### src/rtl/risk_job_scheduler.sv
// Round-robin job sequencer in front of the shared Mu/Sigma/S risk datapath.
// Accepts one job at a time, issues NSTEPS back-to-back step requests and
// returns the sum of the NSTEPS datapath results with the requester ID.
module risk_job_scheduler #(
  parameter int unsigned W      = 18,
  parameter int unsigned NSTEPS = 256
) (
  input  logic                          CLK,
  input  logic                          iRstN,
  input  logic [1:0]                    iReqValid,
  output logic [1:0]                    oReqReady,
  input  logic [2*W-1:0]                iMuBus,
  input  logic [2*W-1:0]                iSigmaBus,
  input  logic [2*W-1:0]                iSBus,
  output logic [W-1:0]                  oMu,
  output logic [W-1:0]                  oSigma,
  output logic [W-1:0]                  oS,
  output logic                          oDpStart,
  output logic [$clog2(NSTEPS)-1:0]     oStep,
  input  logic                          iDpValid,
  input  logic [W-1:0]                  iDpResult,
  output logic                          oRspValid,
  input  logic                          iRspReady,
  output logic                          oRspId,
  output logic [W+$clog2(NSTEPS)-1:0]   oRspSum,
  output logic                          oBusy,
  output logic                          oErr
);

  localparam int unsigned STW = $clog2(NSTEPS);
  localparam int unsigned SW  = W + STW;
  localparam int unsigned CW  = STW + 1;

  localparam logic [STW-1:0] LAST_STEP = STW'(NSTEPS - 1);
  localparam logic [CW-1:0]  LAST_RCV  = CW'(NSTEPS - 1);
  localparam logic [CW-1:0]  FULL_RCV  = CW'(NSTEPS);

  typedef enum logic [1:0] {IDLE, ISSUE, DRAIN, DONE} state_t;

  state_t         state_q, state_d;
  logic           rr_q;
  logic           grant;
  logic           accept;
  logic           take;
  logic           err_set;
  logic [1:0]     ready;
  logic [STW-1:0] step_q;
  logic [CW-1:0]  rcv_q;
  logic [SW-1:0]  acc_q;
  logic [W-1:0]   mu_q, sigma_q, s_q;
  logic           id_q;
  logic           dp_start_q, rsp_valid_q, busy_q, err_q;

  // Next-state, arbitration and accumulate/error qualifiers.
  always_comb begin
    state_d = state_q;
    ready   = 2'b00;
    grant   = rr_q;
    accept  = 1'b0;
    take    = 1'b0;
    err_set = 1'b0;
    case (state_q)
      IDLE: begin
        grant   = iReqValid[rr_q] ? rr_q : ~rr_q;
        err_set = iDpValid;
        if (iReqValid[grant] && iRstN) begin
          ready   = grant ? 2'b10 : 2'b01;
          accept  = 1'b1;
          state_d = ISSUE;
        end
      end
      ISSUE: begin
        take    = iDpValid && (rcv_q != FULL_RCV);
        err_set = iDpValid && !take;
        if (step_q == LAST_STEP) begin
          state_d = (take && rcv_q == LAST_RCV) ? DONE : DRAIN;
        end
      end
      DRAIN: begin
        take    = iDpValid && (rcv_q != FULL_RCV);
        err_set = iDpValid && !take;
        if (take && rcv_q == LAST_RCV) begin
          state_d = DONE;
        end
      end
      DONE: begin
        err_set = iDpValid;
        if (iRspReady) begin
          state_d = IDLE;
        end
      end
      default: state_d = IDLE;
    endcase
  end

  // State register with status outputs registered from the next state.
  always_ff @(posedge CLK or negedge iRstN) begin
    if (!iRstN) begin
      state_q     <= IDLE;
      dp_start_q  <= 1'b0;
      rsp_valid_q <= 1'b0;
      busy_q      <= 1'b0;
    end else begin
      state_q     <= state_d;
      dp_start_q  <= (state_d == ISSUE);
      rsp_valid_q <= (state_d == DONE);
      busy_q      <= (state_d != IDLE);
    end
  end

  // Latch the winning job's parameters and ID; advance the rr pointer.
  always_ff @(posedge CLK or negedge iRstN) begin
    if (!iRstN) begin
      mu_q    <= '0;
      sigma_q <= '0;
      s_q     <= '0;
      id_q    <= 1'b0;
      rr_q    <= 1'b0;
    end else if (accept) begin
      mu_q    <= iMuBus[grant*W +: W];
      sigma_q <= iSigmaBus[grant*W +: W];
      s_q     <= iSBus[grant*W +: W];
      id_q    <= grant;
      rr_q    <= ~grant;
    end
  end

  // Step issue counter, result counter and accumulator.
  always_ff @(posedge CLK or negedge iRstN) begin
    if (!iRstN) begin
      step_q <= '0;
      rcv_q  <= '0;
      acc_q  <= '0;
    end else if (accept) begin
      step_q <= '0;
      rcv_q  <= '0;
      acc_q  <= '0;
    end else begin
      if (state_q == ISSUE) begin
        step_q <= step_q + STW'(1);
      end
      if (take) begin
        rcv_q <= rcv_q + CW'(1);
        acc_q <= acc_q + SW'(iDpResult);
      end
    end
  end

  // Sticky flag for results that do not belong to an active job.
  always_ff @(posedge CLK or negedge iRstN) begin
    if (!iRstN) begin
      err_q <= 1'b0;
    end else if (err_set) begin
      err_q <= 1'b1;
    end
  end

  assign oReqReady = ready;
  assign oMu       = mu_q;
  assign oSigma    = sigma_q;
  assign oS        = s_q;
  assign oDpStart  = dp_start_q;
  assign oStep     = step_q;
  assign oRspValid = rsp_valid_q;
  assign oRspId    = id_q;
  assign oRspSum   = acc_q;
  assign oBusy     = busy_q;
  assign oErr      = err_q;

endmodule
### config.mk
export PLATFORM = sky130hd
export DESIGN_NAME = risk_job_scheduler
export DESIGN_NICKNAME = d
export VERILOG_FILES = /design/src/rtl/risk_job_scheduler.sv
export SDC_FILE = /design/constraint.sdc
export NUM_CORES = 1
export LEC_CHECK = 0
export ABC_AREA = 0
export CORE_MARGIN = 5
export CORE_UTILIZATION = 39
export DETAILED_ROUTE_END_ITERATION = 8
export PLACE_DENSITY = 0.88
export SLEW_MARGIN = 20
export SYNTH_ARGS = -nofsm -noshare
export SYNTH_HDL_FRONTEND = slang
export SYNTH_SLANG_ARGS = --single-unit
### constraint.sdc
create_clock -name CLK -period 2.1 [get_ports CLK]
set_input_delay 0.42 -clock CLK [delete_from_list [all_inputs] [get_ports CLK]]
set_output_delay 0.42 -clock CLK [all_outputs]
set_load 0.03 [all_outputs]
# == Word-level counts from Yosys, hierarchy flattened ==
# Cells that the tools add are included.
# totals
regBits,105
out_inout_bits,95
wordCells,68
in_bits,132
# classes
muxes,25
addsub,3
n_shift,3
eq_ne,8
n_reduce_logical,11
n_mul,1
n_bitwise,2
n_lt_le_gt_ge,2
# op_table
op,n
indexed part select 36 x 7 -> 18 bit,3
two-way mux 26 bit,2
adder 26 x 18 -> 26 bit,1
two-way mux 9 bit,2
two-way mux 8 bit,2
two-way mux 2 bit,7
two-way mux 1 bit,10
"adder 9 x 1 -> 9 bit, second input constant",1
"== test 9 x 8 -> 1 bit, second input constant",1
"!= test 9 bit, second input constant",1
"adder 8 x 1 -> 8 bit, second input constant",1
"== test 8 bit, second input constant",1
one-hot mux 2 bit (4 select lines),1
"== test 2 bit, second input constant",3
nonzero test 2 bit,3
"multiplier 1 x 4 -> 5 bit, second input constant",1
"== test 2 x 1 -> 1 bit, second input constant",2
logical AND 1 bit,4
"less-than comparator 1 x 2 -> 1 bit, second input constant",2
OR reduction 2 bit,2
zero test 2 bit,1
NOT 1 bit,2
one-hot mux 1 bit (2 select lines),1
zero test 1 bit,1

# == Depth between registers and ports, before layout ==
# depth
ltp_word,9
ltp_mapped,10
ltp_nobuf,9

# == Worst setup path before layout ==
# No wires, ideal clock.
# synth_path
kind,register to register
start,register acc_q[0] (netlist: oRspSum[0])
end,register acc_q[14] (netlist: oRspSum[14])
synth_period_minus_slack_ns,2.487
slack_ns,-0.387
path_buffers,0
setup_time_ns,0.069
stages_incl_launch_ff,10
arrival_ns,2.418
t_required_ns,2.031
path_cell_list,dfrtp_1 > ha_1 > fa_1 > a21o_1 > a221oi_2 > o21ai_1 > a21boi_1 > nor3_1 > or3_1 > nand3_1
# synth_via
elab_chain_len,3
# synth_lines
item,line_no,source
"start, declared",49,logic [SW-1:0] acc_q;
"start signal, assigned",144,acc_q <= acc_q + SW'(iDpResult);
adder 26 x 18 -> 26 bit,144,
two-way mux 26 bit,142,if (take) begin
two-way mux 26 bit,134,end else if (accept) begin
# No other way between the ends. The select of a mux whose other input is x is not followed.
# A chain may end at the register's enable or synchronous reset.

# == Worst setup path in the final report ==
# Ends and elaborated chain as after synthesis.

==> flow_metrics.env <==
export IMPL_ys_seq_area_frac=0.462
export IMPL_start_util=0.394
export IMPL_met2_usage=0.346
export IMPL_synth_adder_area_share=0.0608
export IMPL_yosysUniqueCellTypes=50
export IMPL_clock_root_buffer="clkbuf_16"
export IMPL_status="finished, violations left"
export IMPL_boundaryPins=227
export IMPL_ir_drop_v=0.000559
export IMPL_row_count=44
export IMPL_most_common_layout_cells="clkdlybuf4s50_1 (212), dfrtp_1 (99), nand2_1 (98)"
export IMPL_synthFlopType="dfrtp_1"
export IMPL_min_path_type="in -> async"
export IMPL_p_per_area_nw_per_um2=988
export IMPL_viasPerCell=5.14
export IMPL_fmax_ghz=0.425
export IMPL_post_layout_nonfiller_instances=1078
export IMPL_use_met1=0.251
export IMPL_drtAntennaViolNets=0
export IMPL_area_sequential_sq_um=2640
export IMPL_rsz0062_at_grt="yes"
export IMPL_clk_latency_ns=0.35
export IMPL_synth_edf_count=0
export IMPL_numPortBuffers=226
export IMPL_dieArea_sq_um=17100
export IMPL_drv_cap=0
export IMPL_violations="negative setup slack"
export IMPL_synthMuxAreaShare=0.0986
export IMPL_syn_inst=598
export IMPL_grt_most_used_layer="met2"
export IMPL_finalNetCount=1047
export IMPL_ys_warn_count=0
export IMPL_gr_usage_met3=0.0679
export IMPL_path_clk_slew_ns=0.07
export IMPL_synth_seq_cells=105
export IMPL_drc=0
export IMPL_period_share=1.12
export IMPL_cts_tree="done"
export IMPL_wl_per_cell_microns=17.4
export IMPL_drive_gt1_frac=0.196
export IMPL_startpoint_type="register"
export IMPL_fin_skew_ns=0.00795
export IMPL_worstMarginPinSlew_ns=0.748
export IMPL_place_inst=1044
export IMPL_gp_congestion=0.895
export IMPL_multiInputGateArea_sq_um=3310
export IMPL_synth_compound_area_frac=0.153
export IMPL_htreeDepth=3
export IMPL_synth_top_family_by_area="compound AO/OA/AOI/OAI gates"
export IMPL_grt_max_degree=77
export IMPL_relSlewSlack=0.502
export IMPL_grt_pass1_vias=5468
export IMPL_hold_viol_final=0
export IMPL_netlist_area_sq_um=5680
export IMPL_synth_xor_area_share=0.0447
export IMPL_die_w_microns=131
export IMPL_clockBufferDepth=2
export IMPL_hpwl_microns=13700
export IMPL_critPathRequiredTime_ns=2.39
export IMPL_core_area_sq_um=14400
export IMPL_final_common_cell="clkdlybuf4s50_1"
export IMPL_final_util=0.661
export IMPL_grt_pass1_wl_microns=27300
export IMPL_finalSetupViolCount=12
export IMPL_syn_area_per_cell_sq_um=9.50
export IMPL_timing_hold_ws_ns=0.186
export IMPL_yosys_area_share_simple=0.148
export IMPL_drt_wl_total_microns=18700
export IMPL_grt_use_total=0.205
export IMPL_antenna_found_initial=1
export IMPL_fp_dieH_microns=131
export IMPL_synth_nets=757
export IMPL_pre_cts_ws_ns=-0.669
export IMPL_cts_sink_count=105
export IMPL_cts_made_buffers=9
export IMPL_drt_initial_drc_count=328
export IMPL_overflow=0
export IMPL_worstPathMaxFanout=3
export IMPL_first_pass_iters=5
export IMPL_area_delta_synth_final_pct=67.8
export IMPL_power_static_leakage_nw=4.27
export IMPL_power_mw=9.42
export IMPL_cp_end_kind="register"
export IMPL_critical_path_arrival_ns=2.65
export IMPL_critical_path_class="reg -> reg"
export IMPL_maxSlewViolCount=0
export IMPL_async_reset_ff_frac=1.00
export IMPL_fin_crit_ns=2.35
export IMPL_layout_setup_ws_ns=-0.253
export IMPL_vias=5539
export IMPL_num_fill_cells=1121
-- synth_stat cells (2+ instances only) --
cell type | count | area share
o21a_1 | 2 | 0.0026
nand2_1 | 100 | 0.066
inv_1 | 12 | 0.0079
nor2b_1 | 2 | 0.0022
mux2i_1 | 56 | 0.099
and2_1 | 3 | 0.0033
a31oi_1 | 5 | 0.0055
nor3_1 | 3 | 0.0026
xnor2_1 | 13 | 0.020
dfrtp_1 | 105 | 0.46
ha_1 | 26 | 0.057
nand3_1 | 19 | 0.017
buf_2 | 10 | 0.0088
a41oi_1 | 2 | 0.0031
a21o_1 | 8 | 0.011
and3_1 | 8 | 0.0088
o21ai_1 | 39 | 0.034
xor2_1 | 16 | 0.025
clkbuf_1 | 20 | 0.013
a211oi_1 | 3 | 0.0040
nor2_1 | 35 | 0.023
or3_1 | 4 | 0.0044
buf_1 | 3 | 0.0020
a41o_1 | 2 | 0.0035
nand4_1 | 8 | 0.0088
a21oi_1 | 31 | 0.027
o21ai_2 | 2 | 0.0031
o21ai_0 | 38 | 0.033
nor4b_1 | 2 | 0.0031
-- through the flow --
stage | instance area [sq um] | TNS, ns
floorplan | 5760 | -0.737
global placement | 8740 | -8.70
detailed placement | 8740 | -9.84
CTS | 9190 | -1.02
global route | 9540 | -2.45
finish | 9540 | -1.45
-- flip-flops by register name (all words and copies together), names as in the netlist --
| register | count |
|---|---|
| oRspId | 1 |
| oMu | 18 |
| rr_q | 1 |
| oDpStart | 1 |
| rcv_q | 9 |
| oBusy | 1 |
| state_q | 2 |
| oRspValid | 1 |
| oS | 18 |
| oErr | 1 |
| oStep | 8 |
| oRspSum | 26 |
| oSigma | 18 |
-- critical path, stage by stage (launching register included) --
cell      delay, ns
dfrtp_2        0.43
ha_4           0.17
fa_2           0.35
a21o_4         0.24
a221oi_4       0.30
o21ai_2        0.13
a21boi_2       0.19
nor3_2         0.06
or3_4          0.36
nand3_2        0.07
-- layout make-up --
class,instances,area share
antenna,1,0.000262
tap,184,0.0241
timing repair buffer,312,0.318
clock buffer,11,0.0255
sequential,105,0.276
multi-input combinational,448,0.347
inverter,12,0.00472
clock inverter,5,0.00407
-- layer usage --
metal | wire length (microns) | vias up
met4 | 487 | 0
li1 | - | 2671
met1 | 7360 | 2632
met5 | 0 | -
met3 | 1260 | 42
met2 | 9600 | 194
-- power breakdown --
group	switching (mW)	internal, mW	total, mW	leakage [nW]
registers	0.325	2.32	2.64	1.39
clock network	0.780	0.847	1.63	0.137
logic	2.54	2.61	5.15	2.74
-- cell families after synthesis --
logic type      after synthesis
compound gates              146
xor+xnor                     29
fa+ha+maj                    27
buf+inv                      45
flops                       105
mux                          56
simple gates                190
-- path summary, 6_finish.rpt --
kind / slack (ns) / cells after the start / to / from
worst min register to register: 0.47 / 1 / oErr / oErr
min in group CLK: 0.46 / 3 / rcv_q[6] / iRstN
worst max-delay path: -0.25 / 9 / oRspSum[14] / oRspSum[0]
worst max register to register: -0.25 / 9 / oRspSum[14] / oRspSum[0]
max in group asynchronous: 1.30 / 2 / oRspSum[7] / iRstN
worst min-delay path: 0.19 / 2 / rr_q / iRstN
-- timing repair --
item                       4_1_cts  5_1_grt
hold buffers                     0        0
resized for setup               27       60
pin swaps                       20       40
setup buffers                   11        9
setup endpoints to repair       19       27
cloned                           0        0
Power figures use the tool's default switching activity.
==> variant 1 (same settings) <==
Reset style: synchronous (`iRstN`), changed in 4 clocked blocks.
--- a/src/rtl/risk_job_scheduler.sv
+++ b/src/rtl/risk_job_scheduler.sv
@@ -95,5 +95,5 @@
 
   // State register with status outputs registered from the next state.
-  always_ff @(posedge CLK or negedge iRstN) begin
+  always_ff @(posedge CLK) begin
     if (!iRstN) begin
       state_q     <= IDLE;
@@ -110,5 +110,5 @@
 
   // Latch the winning job's parameters and ID; advance the rr pointer.
-  always_ff @(posedge CLK or negedge iRstN) begin
+  always_ff @(posedge CLK) begin
     if (!iRstN) begin
       mu_q    <= '0;
@@ -127,5 +127,5 @@
 
   // Step issue counter, result counter and accumulator.
-  always_ff @(posedge CLK or negedge iRstN) begin
+  always_ff @(posedge CLK) begin
     if (!iRstN) begin
       step_q <= '0;
@@ -148,5 +148,5 @@
 
   // Sticky flag for results that do not belong to an active job.
-  always_ff @(posedge CLK or negedge iRstN) begin
+  always_ff @(posedge CLK) begin
     if (!iRstN) begin
       err_q <= 1'b0;
Check against the original RTL: differs if iRstN is asserted again (counterexample within 4 cycles, from zero or initial values and one cycle with iRstN low); with iRstN held inactive, the same outputs for 10 cycles.
==> variant 1 against the original RTL <==
The flow still finishes with violations (negative setup slack). Sequential cell count unchanged. Routed wire length decreased by 2.1%. Area after synthesis decreased by 1.1%. Cell count grew 1.9%. Worst setup slack improved by 0.16 ns. Cell area decreased by 3.4%. Via count grew 3.7%. Clock skew decreased by 0.0018 ns.
Power is not compared: it rests on default switching activity, and its combinational part moved more than twofold at a synthesized area within 25%.
==> variant 1: results (changes against the original RTL) <==
run_status:
  status: "finished, violations left"
  violations: "negative setup slack"
cts:
  cts_made_buffers: 9  # unchanged
  clk-insertion-delay-late_ns: 0.36
  clkSlewWorstSetupHoldPaths_ns: 0.07  # about the same
sta:
  maxSlewHeadroom_pct: 72.0  # +22 points
  worst_slack_ns: -0.0922  # +0.161 ns
  tns_ns: -0.366  # +1.08 ns
  finalSetupViolations: 6  # -6
  clock-skew-final_ns: 0.00610  # -0.00185 ns
worst_setup_path:
  crit_fanout: 4  # +1
  crit_slowest_cell: "dfxtp_4"
  rr_worst_depth: 9  # unchanged
  arrival_ns: 2.47  # -0.18 ns
  slowest_delay_ns: 0.36  # -0.07 ns
global_routing:
  grt_max_degree: 49  # -36%
  grt_first_pass_wirelength_mm: 27.6  # +1.2%
  antenna_found_initial: 0  # -1
  grt_usage_pct: 20.5  # about the same
routing:
  vias_per_cell: 5.23  # +1.8%
  num_vias: 5746  # +3.7%
  first_pass_iters: 4  # -1
  drt-total-wl_mm: 18.3  # -2.1%
  drtIter0Drc: 278  # -15%
finish:
  largest_register_ffs: 26  # unchanged
  drive_above_1_share_pct: 16.1  # -3.5 points
  diodes: 0  # -1
  fillers: 1098  # -2.1%
synth:
  postSynthAreaPerCell_um2: 8.81  # -7.3%
  synth_common_cells: "dfxtp_1, nand2_1, mux2i_1, nor2_1, o211a_1"
  yosys-top-cells-area: "dfxtp_1, mux2i_1, o211a_1"
  async_flop_share_pct: 0  # -100 points
  yosys_warnings: 0  # unchanged
  ys_seq_area_share_pct: 37.4  # -8.8 points
  syn_nets: 797  # +5.3%
  synth.distinct_cells: 52  # +4.0%
hold_path:
  hold_depth: 1
  hp-class: "reg2reg"
placed_design:
  placedCellCount: 1079  # +3.4%
  dp_hpwl_mm: 14.1  # +2.3%
  place.gp.congestion: 0.865  # -3.3%
  placed_area_mm2: 0.00862  # -1.3%
power:
  swShare_pct: 31.9
  peakVddDrop_mv: 0.415
## variant 1: cells by family (layout without fill, tap and decap cells)
group | after synthesis | after routing | synth area share, %
flip-flops | 105 | 105 | 37.4
multiplexers | 58 | 58 | 10.3
adder cells (fa/ha/maj) | 27 | 27 | 6.15
AO/OA/AOI/OAI | 149 | 149 | 19.8
buffers and inverters | 51 | 332 | 3.87
XOR/XNOR | 25 | 25 | 3.90
AND/OR/NAND/NOR | 223 | 223 | 18.5
## variant 1: power groups by stage
| stage | clock (W) | combinational, W | sequential, W |
|---|---|---|---|
| 5_1_grt | 0.00174 | 0.00196 | 0.00225 |
| 2_1_floorplan | 0 | 0.000656 | 0.00254 |
| 3_3_place_gp | 0 | 0.00175 | 0.00226 |
| 6_report | 0.00162 | 0.00183 | 0.00223 |
| 4_1_cts | 0.00166 | 0.00179 | 0.00223 |
| 3_5_place_dp | 0 | 0.00177 | 0.00227 |
## variant 1: worst paths after layout
check,start,slack (ns),to
worst min register to register,oRspId,0.45,oRspId
worst min-delay path,oRspId,0.45,oRspId
worst max register to register,oRspSum[0],-0.09,oRspSum[24]
worst max-delay path,oRspSum[0],-0.09,oRspSum[24]
## variant 1: final cells by class
cell class / count / area share, %
well taps: 180 / 2.44
clock buffers: 10 / 2.49
repair buffers: 304 / 31.7
flip-flops and latches: 105 / 22.9
inverters: 12 / 0.489
clock inverters: 6 / 0.530
multi-input cells: 482 / 39.4
## variant 1: layer usage
metal / vias to the layer above / global-route usage (%) / part of all wire [%]
met3: 30 / 6.67 / 7.9
met2: 225 / 36.4 / 51
li1: 2846 / - / -
met1: 2645 / 23.2 / 39
met4: 0 / 6.60 / 2.9
met5: - / 0 / 0
## variant 1: per-stage QoR
stage / utilization [%] / setup WS (ns) / total power (W)
detailed placement: 61.6 / -0.697 / 0.00405
CTS: 64.0 / -0.0798 / 0.00568
global placement: 61.6 / -0.635 / 0.00401
finish: 65.8 / -0.0922 / 0.00569
floorplan: - / -0.0326 / 0.00319
global route: 65.8 / -0.182 / 0.00595
## variant 1: timing repair
item,in CTS,in global routing
setup buffers,2,2
gates resized for setup,11,39
endpoints found under the setup margin,17,19
pin swaps,7,18
==> variant 2 (same settings) <==
Without the edit above. `NSTEPS`: 256 -> 512.
--- a/src/rtl/risk_job_scheduler.sv
+++ b/src/rtl/risk_job_scheduler.sv
@@ -4,5 +4,5 @@
 module risk_job_scheduler #(
   parameter int unsigned W      = 18,
-  parameter int unsigned NSTEPS = 256
+  parameter int unsigned NSTEPS = 512
 ) (
   input  logic                          CLK,
Ports: changed (resized oRspSum and oStep); port bits go from 227 to 229. No check against the original RTL was run, so the function may have changed too.
==> variant 2 against the original RTL <==
Largest cell class unchanged. Utilization increased by 0.81 points. First-iteration DRC count decreased by 26%. Worst setup slack improved by 0.16 ns. Routed wire length increased by 11%. Hold slack improved by 0.059 ns. Sequential share of layout area decreased by 1.1 points. Highest routed layer unchanged. Cell area increased by 7.1%. Sequential cell count increased by 3. Combinational power increased by 72%. Largest power group unchanged. Global-route usage increased by 1.1 points. The flow still finishes with violations (negative setup slack). Power increased by 48%. Critical path depth increased by 1. Area after synthesis increased by 6.8%.
==> variant 2: results (changes against the original RTL) <==
run_status:
  status: "finished, violations left"
  violations: "negative setup slack"
global_routing:
  grt_first_pass_wirelength_mm: 31.4  # +15%
  antenna_found_initial: 0  # -1
  grt_max_degree: 55  # -29%
  grt_pass1_vias: 6242  # +14%
power:
  peakVddDrop_mv: 0.669  # +20%
  swShare_pct: 43.6  # +4.9 points
synth:
  syn_inst: 647  # +8.2%
  synth.distinct_cells: 52  # +4.0%
  ys_seq_area_share_pct: 44.5  # -1.7 points
  yosys-top-cells-area: "dfrtp_1, mux2i_1, nand2_1"
  syn_nets: 806  # +6.5%
placed_design:
  dp_hpwl_mm: 14.9  # +8.4%
  dp_slack_ns: -0.776  # -0.107 ns
  place.gp.congestion: 0.894  # about the same
  placedCellCount: 1143  # +9.5%
sta:
  worst_slack_ns: -0.0909  # +0.162 ns
  maxSlewHeadroom_pct: 52.2  # +2.0 points
  finalSetupViolations: 8  # -4
  clock-skew-final_ns: 0.00333  # -0.00462 ns
routing:
  drt-total-wl_mm: 20.7  # +11%
  post_drt_wl_per_cell_um: 17.6  # +1.2%
  drtIter0Drc: 243  # -26%
worst_setup_path:
  rr_worst_depth: 10  # +1
  arrival_ns: 2.42  # -0.23 ns
  crit_fanout: 2  # -1
finish:
  largest_register_ffs: 27  # +3.8%
  drive_above_1_share_pct: 21.1  # +1.5 points
cts:
  cts_root_buf: "clkbuf_16"
variant 2: layout make-up:
type / instances / area [um2]
clock inverters: 2 / 16.3
fillers: 1141 / 5050
clock buffers: 14 / 284
well taps: 211 / 264
inverters: 15 / 56.3
multi-input cells: 492 / 3680
flip-flops and latches: 108 / 2710
repair buffers: 336 / 3200
variant 2: worst min path at each step:
stage | start | endpoint | slack (ns) | cells after the start
after floorplan | iRstN | oBusy | 0.12 | 0
after global placement | iRstN | oRspSum[19] | 0.22 | 1
after detailed placement | iRstN | oRspSum[19] | 0.22 | 1
after CTS | iRstN | oRspId | 0.26 | 2
after global routing | iRstN | oRspSum[18] | 0.31 | 2
final | iRstN | rr_q | 0.24 | 2
variant 2: metrics by stage:
step / utilization [%] / cell area (um2) / hold WS [ns] / total power (W) / TNS [ns]
CTS: 64.9 / 9910 / 0.264 / 0.0134 / -0.582
global route: 66.9 / 10200 / 0.312 / 0.0147 / -1.40
finish: 66.9 / 10200 / 0.244 / 0.0139 / -0.448
global placement: 60.9 / 9290 / 0.221 / 0.0110 / -10.60
detailed placement: 60.9 / 9290 / 0.221 / 0.0112 / -11.96
floorplan: - / 6170 / 0.124 / 0.00776 / -0.355
variant 2: cells by family (layout without fill, tap and decap cells):
| logic type | Yosys count | after routing | share of synthesized area [%] |
|---|---|---|---|
| AOI/OAI and AO/OA | 146 | 146 | 14.2 |
| xor gates and xnor gates | 21 | 21 | 3.03 |
| adders and majority gates | 27 | 27 | 5.69 |
| buffers and inverters | 47 | 367 | 3.38 |
| DFF | 108 | 108 | 44.5 |
| muxes | 67 | 67 | 11.0 |
| and+or+nand+nor | 231 | 231 | 18.1 |
variant 2: critical path, stage by stage (launching register included):
cell       delay, ns
dfrtp_2         0.43
ha_4            0.16
inv_2           0.05
fa_2            0.22
nor2b_4         0.06
o2111ai_4       0.21
a31oi_4         0.15
buf_6           0.15
a2111oi_4       0.34
mux2i_1         0.24
nand2_1         0.07
variant 2: metal layers:
layer | GRT usage (%) | share of wire, % | wire, um
met1 | 24.8 | 38 | 7910
met2 | 39.5 | 53 | 11000
met3 | 4.81 | 5.4 | 1120
met4 | 6.84 | 3.0 | 620
met5 | 0 | 0 | 0
variant 2: repair_timing:
action / in CTS / in global routing
resized for setup: 46 / 56
endpoints found under the setup margin: 21 / 25
buffers inserted: 11 / 12
pin swaps: 26 / 21
endpoints found under the hold margin: 1 / 0
hold buffers: 1 / 0
variant 2: power groups by stage:
stage	combinational, W	sequential [W]	clock [W]
2_1_floorplan	0.00300	0.00476	0
3_3_place_gp	0.00764	0.00337	0
3_5_place_dp	0.00782	0.00341	0
4_1_cts	0.00824	0.00340	0.00173
5_1_grt	0.00939	0.00351	0.00181
6_report	0.00884	0.00341	0.00169
